==> src/rtl/seg7_pkg.sv <==
// Shared constants and hex-to-segment lookup for the seven-segment scan driver.
// Segment vectors are indexed [0:6] = a..g, active low.
package seg7_pkg;

  localparam logic [0:6] SegBlank = 7'b1111111;

  function automatic logic [0:6] hex_to_seg(input logic [3:0] hex);
    logic [0:6] s;
    case (hex)
      4'h0:    s = 7'b0000001;
      4'h1:    s = 7'b1001111;
      4'h2:    s = 7'b0010010;
      4'h3:    s = 7'b0000110;
      4'h4:    s = 7'b1001100;
      4'h5:    s = 7'b0100100;
      4'h6:    s = 7'b0100000;
      4'h7:    s = 7'b0001111;
      4'h8:    s = 7'b0000000;
      4'h9:    s = 7'b0001100;
      4'hA:    s = 7'b0001000;
      4'hB:    s = 7'b1100000;
      4'hC:    s = 7'b0110001;
      4'hD:    s = 7'b1000010;
      4'hE:    s = 7'b0110000;
      default: s = 7'b0111000;
    endcase
    return s;
  endfunction

endpackage

==> src/rtl/seg7_scan_driver_if.sv <==
// Value/control inputs and display outputs of the scan driver, bundled as one port.
interface seg7_scan_driver_if #(
  parameter int unsigned NUM_DIGITS = 4
);

  logic [4*NUM_DIGITS-1:0] value;
  logic                    load;
  logic [NUM_DIGITS-1:0]   blank_mask;
  logic                    lzb;
  logic [0:6]              seg;
  logic [NUM_DIGITS-1:0]   digit_en;
  logic                    pending;
  logic                    frame;

  modport master (
    output value, load, blank_mask, lzb,
    input  seg, digit_en, pending, frame
  );

  modport slave (
    input  value, load, blank_mask, lzb,
    output seg, digit_en, pending, frame
  );

endinterface

==> src/rtl/dec_onehot.sv <==
// Binary index to one-hot decoder with enable.
module dec_onehot #(
  parameter int unsigned N = 2
) (
  input  logic [N-1:0]        idx,
  input  logic                en,
  output logic [(1<<N)-1:0]   onehot
);

  always_comb begin
    onehot = '0;
    if (en) onehot[idx] = 1'b1;
  end

endmodule

==> src/rtl/seg7_scan_driver.sv <==
// Multiplexed hex display driver: prescaled digit scan, frame-aligned value update,
// per-digit masking and leading-zero blanking.
module seg7_scan_driver
  import seg7_pkg::*;
#(
  parameter int unsigned NUM_DIGITS = 4,
  parameter int unsigned DIV        = 50000
) (
  input logic               clk,
  input logic               rst,
  seg7_scan_driver_if.slave bus
);

  localparam int unsigned IdxW = (NUM_DIGITS > 2) ? $clog2(NUM_DIGITS) : 1;
  localparam int unsigned CntW = (DIV > 1) ? $clog2(DIV) : 1;
  localparam int unsigned ValW = 4 * NUM_DIGITS;
  localparam logic [CntW-1:0] CntMax = CntW'(DIV - 1);
  localparam logic [IdxW-1:0] IdxMax = IdxW'(NUM_DIGITS - 1);

  logic [CntW-1:0]        cnt_q;
  logic [IdxW-1:0]        idx_q;
  logic [ValW-1:0]        active_q, pend_q;
  logic                   pending_q, frame_q;
  logic [0:6]             seg_q, seg_d;
  logic [NUM_DIGITS-1:0]  digit_en_q;
  logic [(1<<IdxW)-1:0]   onehot;
  logic                   tick, wrap;

  assign tick = (cnt_q == CntMax);
  assign wrap = tick && (idx_q == IdxMax);

  always_ff @(posedge clk or posedge rst) begin
    if (rst) begin
      cnt_q   <= '0;
      idx_q   <= '0;
      frame_q <= 1'b0;
    end else begin
      cnt_q   <= tick ? '0 : cnt_q + 1'b1;
      if (tick) idx_q <= wrap ? '0 : idx_q + 1'b1;
      frame_q <= wrap;
    end
  end

  // Active digits change only at the wrap so a frame never mixes old and new values.
  always_ff @(posedge clk or posedge rst) begin
    if (rst) begin
      active_q  <= '0;
      pend_q    <= '0;
      pending_q <= 1'b0;
    end else if (wrap) begin
      active_q  <= bus.load ? bus.value : (pending_q ? pend_q : active_q);
      pending_q <= 1'b0;
    end else if (bus.load) begin
      pend_q    <= bus.value;
      pending_q <= 1'b1;
    end
  end

  always_comb begin
    logic [3:0] digit;
    logic       mask_bit;
    logic       upper_zero;
    logic       blank;
    digit      = '0;
    mask_bit   = 1'b0;
    upper_zero = 1'b1;
    for (int unsigned k = 0; k < NUM_DIGITS; k++) begin
      if (idx_q == IdxW'(k)) begin
        digit    = active_q[4*k +: 4];
        mask_bit = bus.blank_mask[k];
      end
      if (IdxW'(k) >= idx_q && active_q[4*k +: 4] != 4'h0) upper_zero = 1'b0;
    end
    blank = mask_bit | (bus.lzb & upper_zero & (idx_q != '0));
    seg_d = blank ? SegBlank : hex_to_seg(digit);
  end

  dec_onehot #(
    .N(IdxW)
  ) u_dec (
    .idx    (idx_q),
    .en     (1'b1),
    .onehot (onehot)
  );

  always_ff @(posedge clk or posedge rst) begin
    if (rst) begin
      seg_q      <= SegBlank;
      digit_en_q <= '0;
    end else begin
      seg_q      <= seg_d;
      digit_en_q <= onehot[NUM_DIGITS-1:0];
    end
  end

  assign bus.seg      = seg_q;
  assign bus.digit_en = digit_en_q;
  assign bus.pending  = pending_q;
  assign bus.frame    = frame_q;

endmodule

==> src/flat_wrapper.sv <==
// flat-port wrapper written by rule: the top's interface ports become plain ports
module seg7_scan_driver_flat import seg7_pkg::*;
#(
  parameter int unsigned NUM_DIGITS = 4,
  parameter int unsigned DIV        = 50000
)
  (clk, rst, bus_value, bus_load, bus_blank_mask, bus_lzb, bus_seg, bus_digit_en, bus_pending, bus_frame);
  seg7_scan_driver_if #(.NUM_DIGITS(NUM_DIGITS)) bus_i ();
  input logic clk;
  input logic rst;
  input wire logic [$bits(bus_i.value)-1:0] bus_value;
  input wire logic [$bits(bus_i.load)-1:0] bus_load;
  input wire logic [$bits(bus_i.blank_mask)-1:0] bus_blank_mask;
  input wire logic [$bits(bus_i.lzb)-1:0] bus_lzb;
  output wire logic [$bits(bus_i.seg)-1:0] bus_seg;
  output wire logic [$bits(bus_i.digit_en)-1:0] bus_digit_en;
  output wire logic [$bits(bus_i.pending)-1:0] bus_pending;
  output wire logic [$bits(bus_i.frame)-1:0] bus_frame;
  assign bus_i.value = bus_value;
  assign bus_i.load = bus_load;
  assign bus_i.blank_mask = bus_blank_mask;
  assign bus_i.lzb = bus_lzb;
  assign bus_seg = bus_i.seg;
  assign bus_digit_en = bus_i.digit_en;
  assign bus_pending = bus_i.pending;
  assign bus_frame = bus_i.frame;
  seg7_scan_driver #(.NUM_DIGITS(NUM_DIGITS), .DIV(DIV)) u_core (.clk(clk), .rst(rst), .bus(bus_i));
endmodule
==> config.mk <==
export PLATFORM = sky130hd
export DESIGN_NAME = seg7_scan_driver_flat
export DESIGN_NICKNAME = d
export VERILOG_FILES = /design/src/rtl/seg7_pkg.sv /design/src/rtl/seg7_scan_driver_if.sv /design/src/rtl/dec_onehot.sv /design/src/rtl/seg7_scan_driver.sv /design/src/flat_wrapper.sv
export SDC_FILE = /design/constraint.sdc
export NUM_CORES = 1
export LEC_CHECK = 0
export ABC_AREA = 1
export CAP_MARGIN = 0
export CORE_ASPECT_RATIO = 1.4
export CORE_MARGIN = 5
export CORE_UTILIZATION = 56
export DETAILED_ROUTE_END_ITERATION = 12
export GPL_ROUTABILITY_DRIVEN = 0
export GPL_TIMING_DRIVEN = 0
export MAX_ROUTING_LAYER = met4
export PLACE_DENSITY = 0.79
export SLEW_MARGIN = 25
export SYNTH_ARGS = -nofsm -noshare
export SYNTH_HDL_FRONTEND = slang
export SYNTH_SLANG_ARGS = --single-unit
export TNS_END_PERCENT = 1
==> constraint.sdc <==
create_clock -name clk -period 2.1 [get_ports clk]
set_input_delay 0.42 -clock clk [delete_from_list [all_inputs] [get_ports clk]]
set_output_delay 0.42 -clock clk [all_outputs]
set_load 0.01 [all_outputs]
Word level (Yosys, flattened, before mapping):

Memories as Yosys holds them, arrays and structs flattened.
Index checks and enable logic that the tools add are counted.

* flip-flop bits (word level): 63
* ROM bits: 112
* input port bits: 24
* output and inout port bits: 13
* logic and storage cells: 62
* memories kept: 1

Memory list
* (no name shown): words 16, bits a word 7, read ports 1, clocked after memory_dff 0, wr ports 0, line seg7_pkg.sv:9 `case (hex)`

* add/subtract/negate cells: 2
* $lt $le $gt $ge: 6
* equal/unequal tests: 4
* muxes and demuxes: 21
* bitwise operators: 4
* reduce and logical (&&, ||, !) cells: 16

Operator list (number)
* 2-to-1 mux 16 bit: 3
* adder 16 x 1 -> 16 bit, second input constant: 1
* == test 16 bit, second input constant: 1
* 2-to-1 mux 4 bit: 4
* nonzero test 4 bit: 4
* 2-to-1 mux 1 bit: 11
* 2-to-1 mux 7 bit: 1
* logical AND 1 bit: 6
* nonzero test 2 bit: 3
* == test 2 bit, second input constant: 2
* greater-or-equal comparator 1 x 2 -> 1 bit, first input constant: 2
* greater-or-equal comparator 2 bit, first input constant: 2
* AND reduction 2 bit: 2
* less-than comparator 2 x 3 -> 1 bit, second input constant: 1
* adder 2 x 1 -> 2 bit, second input constant: 1
* bitwise AND 1 bit: 2
* demux 1 bit (select 2 bit): 1
* == test 2 x 1 -> 1 bit, second input constant: 1
* greater-or-equal comparator 2 x 1 -> 1 bit, second input constant: 1
* logical NOT 2 bit: 1
* 2-to-1 mux 2 bit: 1
* inverter 1 bit: 1
* OR 1 bit: 1

Depth between registers and ports, before layout:

Gate-level depths: netlist (run 1).

* depth in word-level cells: 10
* gate-level depth with buffers: 14
* depth with buffers taken out: 14

Hierarchy:

From an unflattened synthesis (run 1), not the netlist that was laid out.

* cells, all modules: 434
* area, all modules: 3469.6 um^2

By module, submodules not included
* seg7_scan_driver: instances 1, cells each 426, area each 3439.5 um^2, seq. area each 1585.3 um^2
* dec_onehot: instances 1, cells each 8, area each 30.0 um^2, seq. area each 0.0 um^2

Least setup slack after synthesis (run 1):

OpenSTA, ideal clock, no wires.

* path type: reg-to-reg
* start point: register u_core.idx_q[1]
* end point: register u_core.seg_q, in the netlist u_core.bus.seg[1]
* setup time: 0.077 ns
* arrival time: 1.896 ns
* data required time: 2.023 ns
* setup slack: 0.126 ns
* cell stages (with the launch flop): 15
* path buffers: 1
* period minus slack after synthesis: 1.974 ns
* cell sequence: dfrtp_1 > inv_1 > ha_1 > buf_2 > nor2_1 > nand2_1 > nand2_1 > nand3_1 > nand2_1 > inv_1 > ha_1 > nand3_1 > nor2_1 > nor2_1 > nand2_1

* cells in the longest elaborated chain, start to end: 10
* elaborated cells on any way between the ends: 30
* classes of those cells: 4 x order compare; 3 x eq/ne; 13 x mux; 3 x bitwise; 6 x reduce/logical; 1 x memory

Ends and longest elaborated chain
* start: declaration: line seg7_scan_driver.sv:21 `logic [IdxW-1:0] idx_q;`
* start signal: assignment: line seg7_scan_driver.sv:39 `if (tick) idx_q <= wrap ? '0 : idx_q + 1'b1;`
* greater-or-equal comparator 1 x 2 -> 1 bit: line seg7_scan_driver.sv:72 `if (IdxW'(k) >= idx_q && active_q[4*k +: 4] != 4'h0) upper_zero = 1'b0;`
* logical AND 1 bit: line seg7_scan_driver.sv:72
* 2-to-1 mux 1 bit (4 in series): line seg7_scan_driver.sv:72
* bitwise AND 1 bit (2 in series): line seg7_scan_driver.sv:74 `blank = mask_bit | (bus.lzb & upper_zero & (idx_q != '0));`
* OR 1 bit: line seg7_scan_driver.sv:74
* 2-to-1 mux 7 bit *: line seg7_scan_driver.sv:75 `seg_d = blank ? SegBlank : hex_to_seg(digit);`
* net u_core.seg_d (one bit): line seg7_scan_driver.sv:24 `logic [0:6] seg_q, seg_d;`
* end signal: assignment: line seg7_scan_driver.sv:88 `seg_q <= SegBlank;`
* end signal: assignment: line seg7_scan_driver.sv:91 `seg_q <= seg_d;`
* end: declaration: line seg7_scan_driver.sv:24

The timed path passes the listed nets; every way through them passes the cells marked *.
A chain may end at the register's enable or synchronous reset.

Final worst setup path (run 1):

* start point: register u_core.idx_q[1]
* end point: register u_core.seg_q, in the netlist u_core.bus.seg[3]

Same word-level chain as after synthesis.

==> results of run 1 <==
-- critical path: cells and delay by family, from the launching register on --
| family | cells | cell delay, ns |
|---|---|---|
| fa+ha+maj | 2 | 0.45 |
| flops | 1 | 0.41 |
| buf+inv | 3 | 0.40 |
| simple gates | 5 | 0.38 |
| compound gates | 2 | 0.29 |
-- layout by cell type, fill, tap and decap left out, types with 3 or more instances in the layout --
master and count:
sky130_fd_sc_hd__nand3_2 3, sky130_fd_sc_hd__o21ai_0 9, sky130_fd_sc_hd__clkbuf_1 3, sky130_fd_sc_hd__o21ai_1 9, sky130_fd_sc_hd__inv_2 3, sky130_fd_sc_hd__inv_1 33
sky130_fd_sc_hd__or2_2 3, sky130_fd_sc_hd__nand3_1 39, sky130_fd_sc_hd__nor3_1 7, sky130_fd_sc_hd__mux2i_1 16, sky130_fd_sc_hd__buf_2 5, sky130_fd_sc_hd__clkdlybuf4s50_1 35
sky130_fd_sc_hd__clkbuf_8 10, sky130_fd_sc_hd__o21ai_2 8, sky130_fd_sc_hd__xor2_1 5, sky130_fd_sc_hd__buf_4 9, sky130_fd_sc_hd__ha_1 9, sky130_fd_sc_hd__buf_6 5
sky130_fd_sc_hd__dfstp_2 7, sky130_fd_sc_hd__a21oi_1 9, sky130_fd_sc_hd__nand2_1 119, sky130_fd_sc_hd__nor2_1 30, sky130_fd_sc_hd__dfrtp_1 55
-- worst paths after layout --
check | to | slack (ns) | depth (start not counted)
hold / removal | u_core.cnt_q[15] | 0.33 | 2
hold reg to reg | u_core.cnt_q[0] | 0.46 | 1
min in group clk | u_core.cnt_q[0] | 0.46 | 1
setup reg to reg | u_core.bus.seg[3] | 0.09 | 12
max in group asynchronous | u_core.bus.seg[0] | 1.22 | 3
setup / recovery | u_core.bus.seg[3] | 0.09 | 12
-- stage by stage --
step	std cells	setup TNS [ns]	hold slack (ns)
2_1_floorplan	402	0	0.431
3_3_place_gp	507	-53.84	0.445
3_5_place_dp	508	-0.702	0.453
4_1_cts	525	-0.0263	0.327
5_1_grt	531	-0.177	0.329
6_report	531	0	0.330
-- cell type report --
type / instances / area, sq um
multi-input cells: 288 / 1620
fillers: 463 / 1700
clock buffers: 13 / 149
clock inverters: 3 / 42.5
plain buffers: 13 / 100
well taps: 70 / 87.6
inverters: 38 / 148
repair buffers: 43 / 430
flip-flops and latches: 63 / 1590
-- repair_timing --
| action | 4_1_cts | 5_1_grt |
|---|---|---|
| buffers inserted | 1 | 6 |
| hold buffers | 0 | 0 |
| pin swaps | 1 | 5 |
| gates resized for setup | 6 | 18 |
| endpoints found under the setup margin | 6 | 6 |
-- flip-flops by register name, indices dropped and copies added (netlist names) --
register	flops
u_core.active_q	16
u_core.bus.digit_en	4
u_core.bus.frame	1
u_core.bus.pending	1
u_core.bus.seg	7
u_core.cnt_q	16
u_core.idx_q	2
u_core.pend_q	16
-- per-layer routing --
metal  wire [microns]  up-vias  share of wire [%]
li1                 -     1402                  -
met4              115        0                1.6
met5                0        -                  0
met3              377       10                5.3
met1             2920     1329                 41
met2             3720       75                 52
-- cells by family after synthesis --
kind of cell	synth area share (%)
AOI/OAI and AO/OA	8.09
xor gates and xnor gates	1.30
adders and majority gates	4.45
buffers and inverters	6.94
DFF	47.0
muxes	4.75
and+or+nand+nor	27.5
-- report_power, final --
group	leakage [nW]	internal, mW	switching, mW	total (mW)
sequential	0.801	1.25	0.0154	1.27
combinational	1.17	0.0917	0.0917	0.183
clock	0.0936	0.580	0.444	1.02
total	2.07	1.92	0.551	2.47
==> impl_metrics.env, run 1 <==
export IMPL_grt_usage_pct=20.7
export IMPL_final_setup_violation_count=0
export IMPL_status="complete, no violations"
export IMPL_min_period_over_period_pct=96.0
export IMPL_synth_cell_types=32
export IMPL_synthesized_area_divided_by_synthesized_cell_count_sq_um=8.39
export IMPL_primary_ff_master_synth="sky130_fd_sc_hd__dfrtp_1"
export IMPL_totalWireLength_microns=7130
export IMPL_port_buffer_count=35
export IMPL_synth_net_count=438
export IMPL_worst_setup_path_startpoint="u_core.idx_q[1]"
export IMPL_worstPathRequired_ns=2.35
export IMPL_clkTransAtPathRegs_ns=0.07
export IMPL_timing_fmax_mhz=496
export IMPL_insertion_delay_ns=0.34
export IMPL_grt_first_pass_wirelength_microns=11900
export IMPL_via_count=2816
export IMPL_number_of_global_route_vias_before_repair=2732
export IMPL_reg2reg_from="u_core.idx_q[1]"
export IMPL_synth_area_top_cells="sky130_fd_sc_hd__dfrtp_1 42%, sky130_fd_sc_hd__nand2_1 13%, sky130_fd_sc_hd__nand3_1 6.1%"
export IMPL_final_hold_violation_count=0
export IMPL_grt_max_degree=55
export IMPL_synth_edf_count=0
export IMPL_min_period_ns=2.01
export IMPL_max_slew_margin_rel_pct=71.6
export IMPL_yosysWarnings=0
export IMPL_max_cap_viol_count=0
export IMPL_finalMaxSlewViolations=0
export IMPL_dp_hpwl_microns=5160
export IMPL_share_of_the_synthesized_area_in_the_top_cell_type_pct=41.6
export IMPL_tritoncts_num_sinks=63
export IMPL_drc=0
export IMPL_powerDensity_mw_per_mm2=594
export IMPL_num_nets_final=492
export IMPL_worstPathMaxFanout=9
export IMPL_tritoncts_num_buffers=9
export IMPL_post_synth_top_count_cell="sky130_fd_sc_hd__nand2_1"
export IMPL_crit_path_end_kind="flip-flop"
export IMPL_final_util_pct=71.0
export IMPL_postSynthRegisterBits=63
export IMPL_worst_slew_pin_transition_ns=0.421
export IMPL_syn_instance_count=402
export IMPL_synthDominantAreaCellType="sky130_fd_sc_hd__dfrtp_1"
export IMPL_grtUsageMet2_pct=35.0
export IMPL_cts_tree="yes"
export IMPL_initial_util_pct=57.5
export IMPL_synth_seq_area_share_pct=47.0
export IMPL_crit_path_start_kind="flip-flop"
export IMPL_grt_overflow_total=0
export IMPL_cts_htree_levels=3
export IMPL_cts_path_max_buffers=2
export IMPL_worstPathCellList="buf_4, ha_1, buf_4, a21oi_2, nand2_2, a21boi_4, inv_1, ha_1, nand3_1, nand2_1, nand2_1, nand3_1"
export IMPL_post_route_cell_area_sq_mm=0.00417
export IMPL_met3_usage_pct=3.84
export IMPL_async_reset_ff_share_pct=100
export IMPL_gr_usage_met1_pct=23.5
export IMPL_drive_gt1_share_pct=16.3
export IMPL_power_static_leakage_nw=2.07
export IMPL_placement_setup_worst_slack_ns=-0.194
export IMPL_boundaryPins=37
export IMPL_area_growth_syn_to_layout_pct=23.5
export IMPL_gr_max_usage_layer="met2"
export IMPL_antenna_violations_before_repair=0
export IMPL_first_pass_iters=4
export IMPL_syn_area_sq_mm=0.00337
export IMPL_finalClockSkew_ns=0.0112
export IMPL_antenna_violating_nets_left=0
export IMPL_critical_path_slowest_cell="sky130_fd_sc_hd__dfrtp_1"
export IMPL_root_buf_cell="sky130_fd_sc_hd__clkbuf_8"
export IMPL_antenna_cells_inserted=0
export IMPL_timing_critical_path_arrival_ns=2.27
export IMPL_design_power_total_mw=2.47
export IMPL_final_setup_worst_slack_ns=0.0850
export IMPL_detail_route_wl_per_cell_microns=13.4
export IMPL_drt_vias_per_instance=5.30
export IMPL_worstHoldPathType="in -> async"
export IMPL_fp_dieArea_sq_mm=0.00770
export IMPL_peakVddDrop_mv=0.496
export IMPL_fp_dieH_microns=102
export IMPL_place_area_sq_mm=0.00384
export IMPL_max_stage_delay_ns=0.41
export IMPL_floorplan_rows=33
export IMPL_synth_commonest_cells="121 x sky130_fd_sc_hd__nand2_1, 56 x sky130_fd_sc_hd__dfrtp_1, 41 x sky130_fd_sc_hd__nand3_1, 36 x sky130_fd_sc_hd__inv_1, 31 x sky130_fd_sc_hd__nor2_1"
export IMPL_grt_setup_unrepaired="true"
export IMPL_core_region_area_sq_mm=0.00586
export IMPL_die_width_microns=75.6
export IMPL_kind_of_critical_path="reg -> reg"
export IMPL_iteration_0_drc_count_of_the_detailed_router=219
No activity file was read; power rests on OpenSTA's default activity.
==> run 2: changes to the inputs <==
--- a/config.mk
+++ b/config.mk
@@ -15,7 +15,6 @@
 export GPL_TIMING_DRIVEN = 0
 export MAX_ROUTING_LAYER = met4
 export PLACE_DENSITY = 0.79
-export SLEW_MARGIN = 25
 export SYNTH_ARGS = -nofsm -noshare
 export SYNTH_HDL_FRONTEND = slang
 export SYNTH_SLANG_ARGS = --single-unit
==> run 2 against run 1 <==
Net effect:
- sequential cell count stayed put
- hold slack better by 0.13 ns
- via count is 0.60% lower
- clock skew is 0.0049 ns lower
- non-clock buffer count is 2 lower
- core utilization is 0.38 points lower
- sequential power hardly changed
- cell count is 0.38% lower
- sequential share of layout area is 0.21 points higher
- critical path type unchanged
==> impl_metrics.env, run 2 (synthesized netlist as in run 1, its figures left out) <==
export IMPL_via_count=2799
export IMPL_final_setup_violation_count=0
export IMPL_dp_hpwl_microns=5100
export IMPL_first_pass_iters=4
export IMPL_drt_vias_per_instance=5.29
export IMPL_tritoncts_num_buffers=9
export IMPL_kind_of_critical_path="reg -> reg"
export IMPL_core_region_area_sq_mm=0.00586
export IMPL_final_hold_violation_count=0
export IMPL_final_hold_slack_ns=0.459
export IMPL_p_sw_uw=544
export IMPL_max_cap_viol_count=0
export IMPL_final_util_pct=70.7
export IMPL_number_of_global_route_vias_before_repair=2745
export IMPL_worstPathMaxFanout=10
export IMPL_finish_cell_count_without_fillers=529
export IMPL_powerDensity_mw_per_mm2=595
export IMPL_timing_fmax_mhz=504
export IMPL_power_frac_comb_pct=7.3
export IMPL_cts_hold_repair_buffers=0
export IMPL_power_share_sequential_pct=51.4
export IMPL_num_nets_final=490
export IMPL_crit_path_start_kind="flip-flop"
export IMPL_finalClockSkew_ns=0.00623
export IMPL_status="complete, no violations"
export IMPL_floorplan_rows=33
export IMPL_layout_cells_most_common="sky130_fd_sc_hd__nand2_1"
export IMPL_timing_critical_path_arrival_ns=2.25
export IMPL_layout_top_registers="u_core.active_q (16), u_core.cnt_q (16), u_core.pend_q (16)"
export IMPL_finalMaxSlewViolations=0
export IMPL_grt_max_degree=37
export IMPL_antenna_violations_before_repair=0
export IMPL_most_used_cells_in_the_layout_excluding_fill_and_tap_cells="119 x sky130_fd_sc_hd__nand2_1, 55 x sky130_fd_sc_hd__dfrtp_1, 40 x sky130_fd_sc_hd__nand3_1, 35 x sky130_fd_sc_hd__clkdlybuf4s50_1, 32 x sky130_fd_sc_hd__inv_1"
export IMPL_worstHoldPathType="reg -> reg"
export IMPL_tritoncts_num_sinks=63
export IMPL_initial_util_pct=57.5
export IMPL_drive_gt1_share_pct=16.3
export IMPL_p_int_mw=1.92
export IMPL_worstPathRequired_ns=2.37
export IMPL_fp_dieH_microns=102
export IMPL_fp_dieArea_sq_mm=0.00770
export IMPL_max_slew_margin_rel_pct=60.9
export IMPL_grt_overflow_total=0
export IMPL_place_area_sq_mm=0.00383
export IMPL_cts_path_max_buffers=2
export IMPL_r2r_depth=12
export IMPL_worst_slew_pin_transition_ns=0.586
export IMPL_iteration_0_drc_count_of_the_detailed_router=168
export IMPL_crit_path_end_kind="flip-flop"
export IMPL_worst_hold_path_num_cells=1
export IMPL_design_power_total_mw=2.47
export IMPL_detail_route_wl_per_cell_microns=13.3
export IMPL_antenna_cells_inserted=0
export IMPL_post_route_cell_area_sq_mm=0.00414
export IMPL_cts_tree="yes"
export IMPL_swShare_pct=22.1
export IMPL_boundaryPins=37
export IMPL_power_static_leakage_nw=2.05
export IMPL_antenna_violating_nets_left=0
export IMPL_grt_first_pass_wirelength_microns=12000
export IMPL_cts_htree_levels=3
export IMPL_grt_usage_pct=20.8
export IMPL_clkTransAtPathRegs_ns=0.07
export IMPL_root_buf_cell="sky130_fd_sc_hd__clkbuf_8"
export IMPL_min_period_ns=1.99
export IMPL_number_of_placed_cells_counting_well_taps=508
export IMPL_peakVddDrop_mv=0.457
export IMPL_drc=0
export IMPL_totalWireLength_microns=7010
export IMPL_clkPwrFrac_pct=41.3
export IMPL_die_width_microns=75.6
export IMPL_insertion_delay_ns=0.33
export IMPL_port_buffer_count=35
export IMPL_min_period_over_period_pct=94.5
export IMPL_area_growth_syn_to_layout_pct=22.9
-- run 2: cell count changes in the layout (fill, tap and decap cells not counted), moves of 2 or more --
cell	previous run	this run
sky130_fd_sc_hd__inv_4	2	0
sky130_fd_sc_hd__ha_1	9	7
sky130_fd_sc_hd__inv_2	3	6
sky130_fd_sc_hd__buf_4	9	7
sky130_fd_sc_hd__ha_2	1	3
-- run 2: metal layers --
layer	track usage, %	vias up	part of all wire, %
met5	-	-	0
li1	-	1399	-
met4	7.81	0	2.1
met3	4.23	14	4.7
met2	34.3	69	52
met1	24.9	1317	41
-- run 2: final cells by class --
class	count	area, sq um
Clock inverter	3	42.5
Multi-Input combinational cell	288	1630
Inverter	38	143
Clock buffer	13	149
Buffer	12	92.6
Fill cell	470	1720
Tap cell	70	87.6
Sequential cell	63	1590
Timing Repair Buffer	42	415
-- run 2: path summary, 6_finish.rpt --
check	slack, ns	endpoint	start
worst max-delay path	0.11	u_core.bus.seg[1]	u_core.idx_q[0]
worst min-delay path	0.46	u_core.cnt_q[0]	u_core.cnt_q[0]
worst max register to register	0.11	u_core.bus.seg[1]	u_core.idx_q[0]
worst min register to register	0.46	u_core.cnt_q[0]	u_core.cnt_q[0]
max in group asynchronous	1.02	u_core.active_q[9]	rst
min in group asynchronous	0.48	u_core.cnt_q[3]	rst
-- run 2: repair_timing --
item | in CTS | in global routing
setup buffers | 2 | 4
gates resized for setup | 4 | 21
pin swaps | 0 | 3
setup endpoints to repair | 6 | 6
-- run 2: critical path, stage by stage (launching register included) --
cell and delay, ns:
sky130_fd_sc_hd__dfrtp_2 0.43, sky130_fd_sc_hd__buf_4 0.15, sky130_fd_sc_hd__ha_4 0.19, sky130_fd_sc_hd__buf_4 0.19
sky130_fd_sc_hd__inv_1 0.09, sky130_fd_sc_hd__nand3_2 0.10, sky130_fd_sc_hd__nand2_4 0.10, sky130_fd_sc_hd__inv_2 0.06
sky130_fd_sc_hd__ha_1 0.31, sky130_fd_sc_hd__nand3_1 0.09, sky130_fd_sc_hd__nor2_1 0.05, sky130_fd_sc_hd__nor2_1 0.09
sky130_fd_sc_hd__nand2_1 0.06
-- run 2: stage by stage --
| step | TNS [ns] | worst slack (ns) |
|---|---|---|
| 2_1_floorplan | 0 | 0.122 |
| 3_3_place_gp | -53.84 | -0.913 |
| 3_5_place_dp | -0.737 | -0.199 |
| 4_1_cts | -0.0108 | -0.0108 |
| 5_1_grt | -0.0290 | -0.0238 |
| 6_report | 0 | 0.115 |
-- run 2: power by group through the flow --
stage               Combinational (mW)  Clock (mW)  Sequential (mW)
floorplan                       0.0962           0             1.29
global placement                 0.175           0             1.29
detailed placement               0.183           0             1.29
CTS                              0.185        1.04             1.27
global route                     0.205        1.10             1.27
finish                           0.181        1.02             1.27
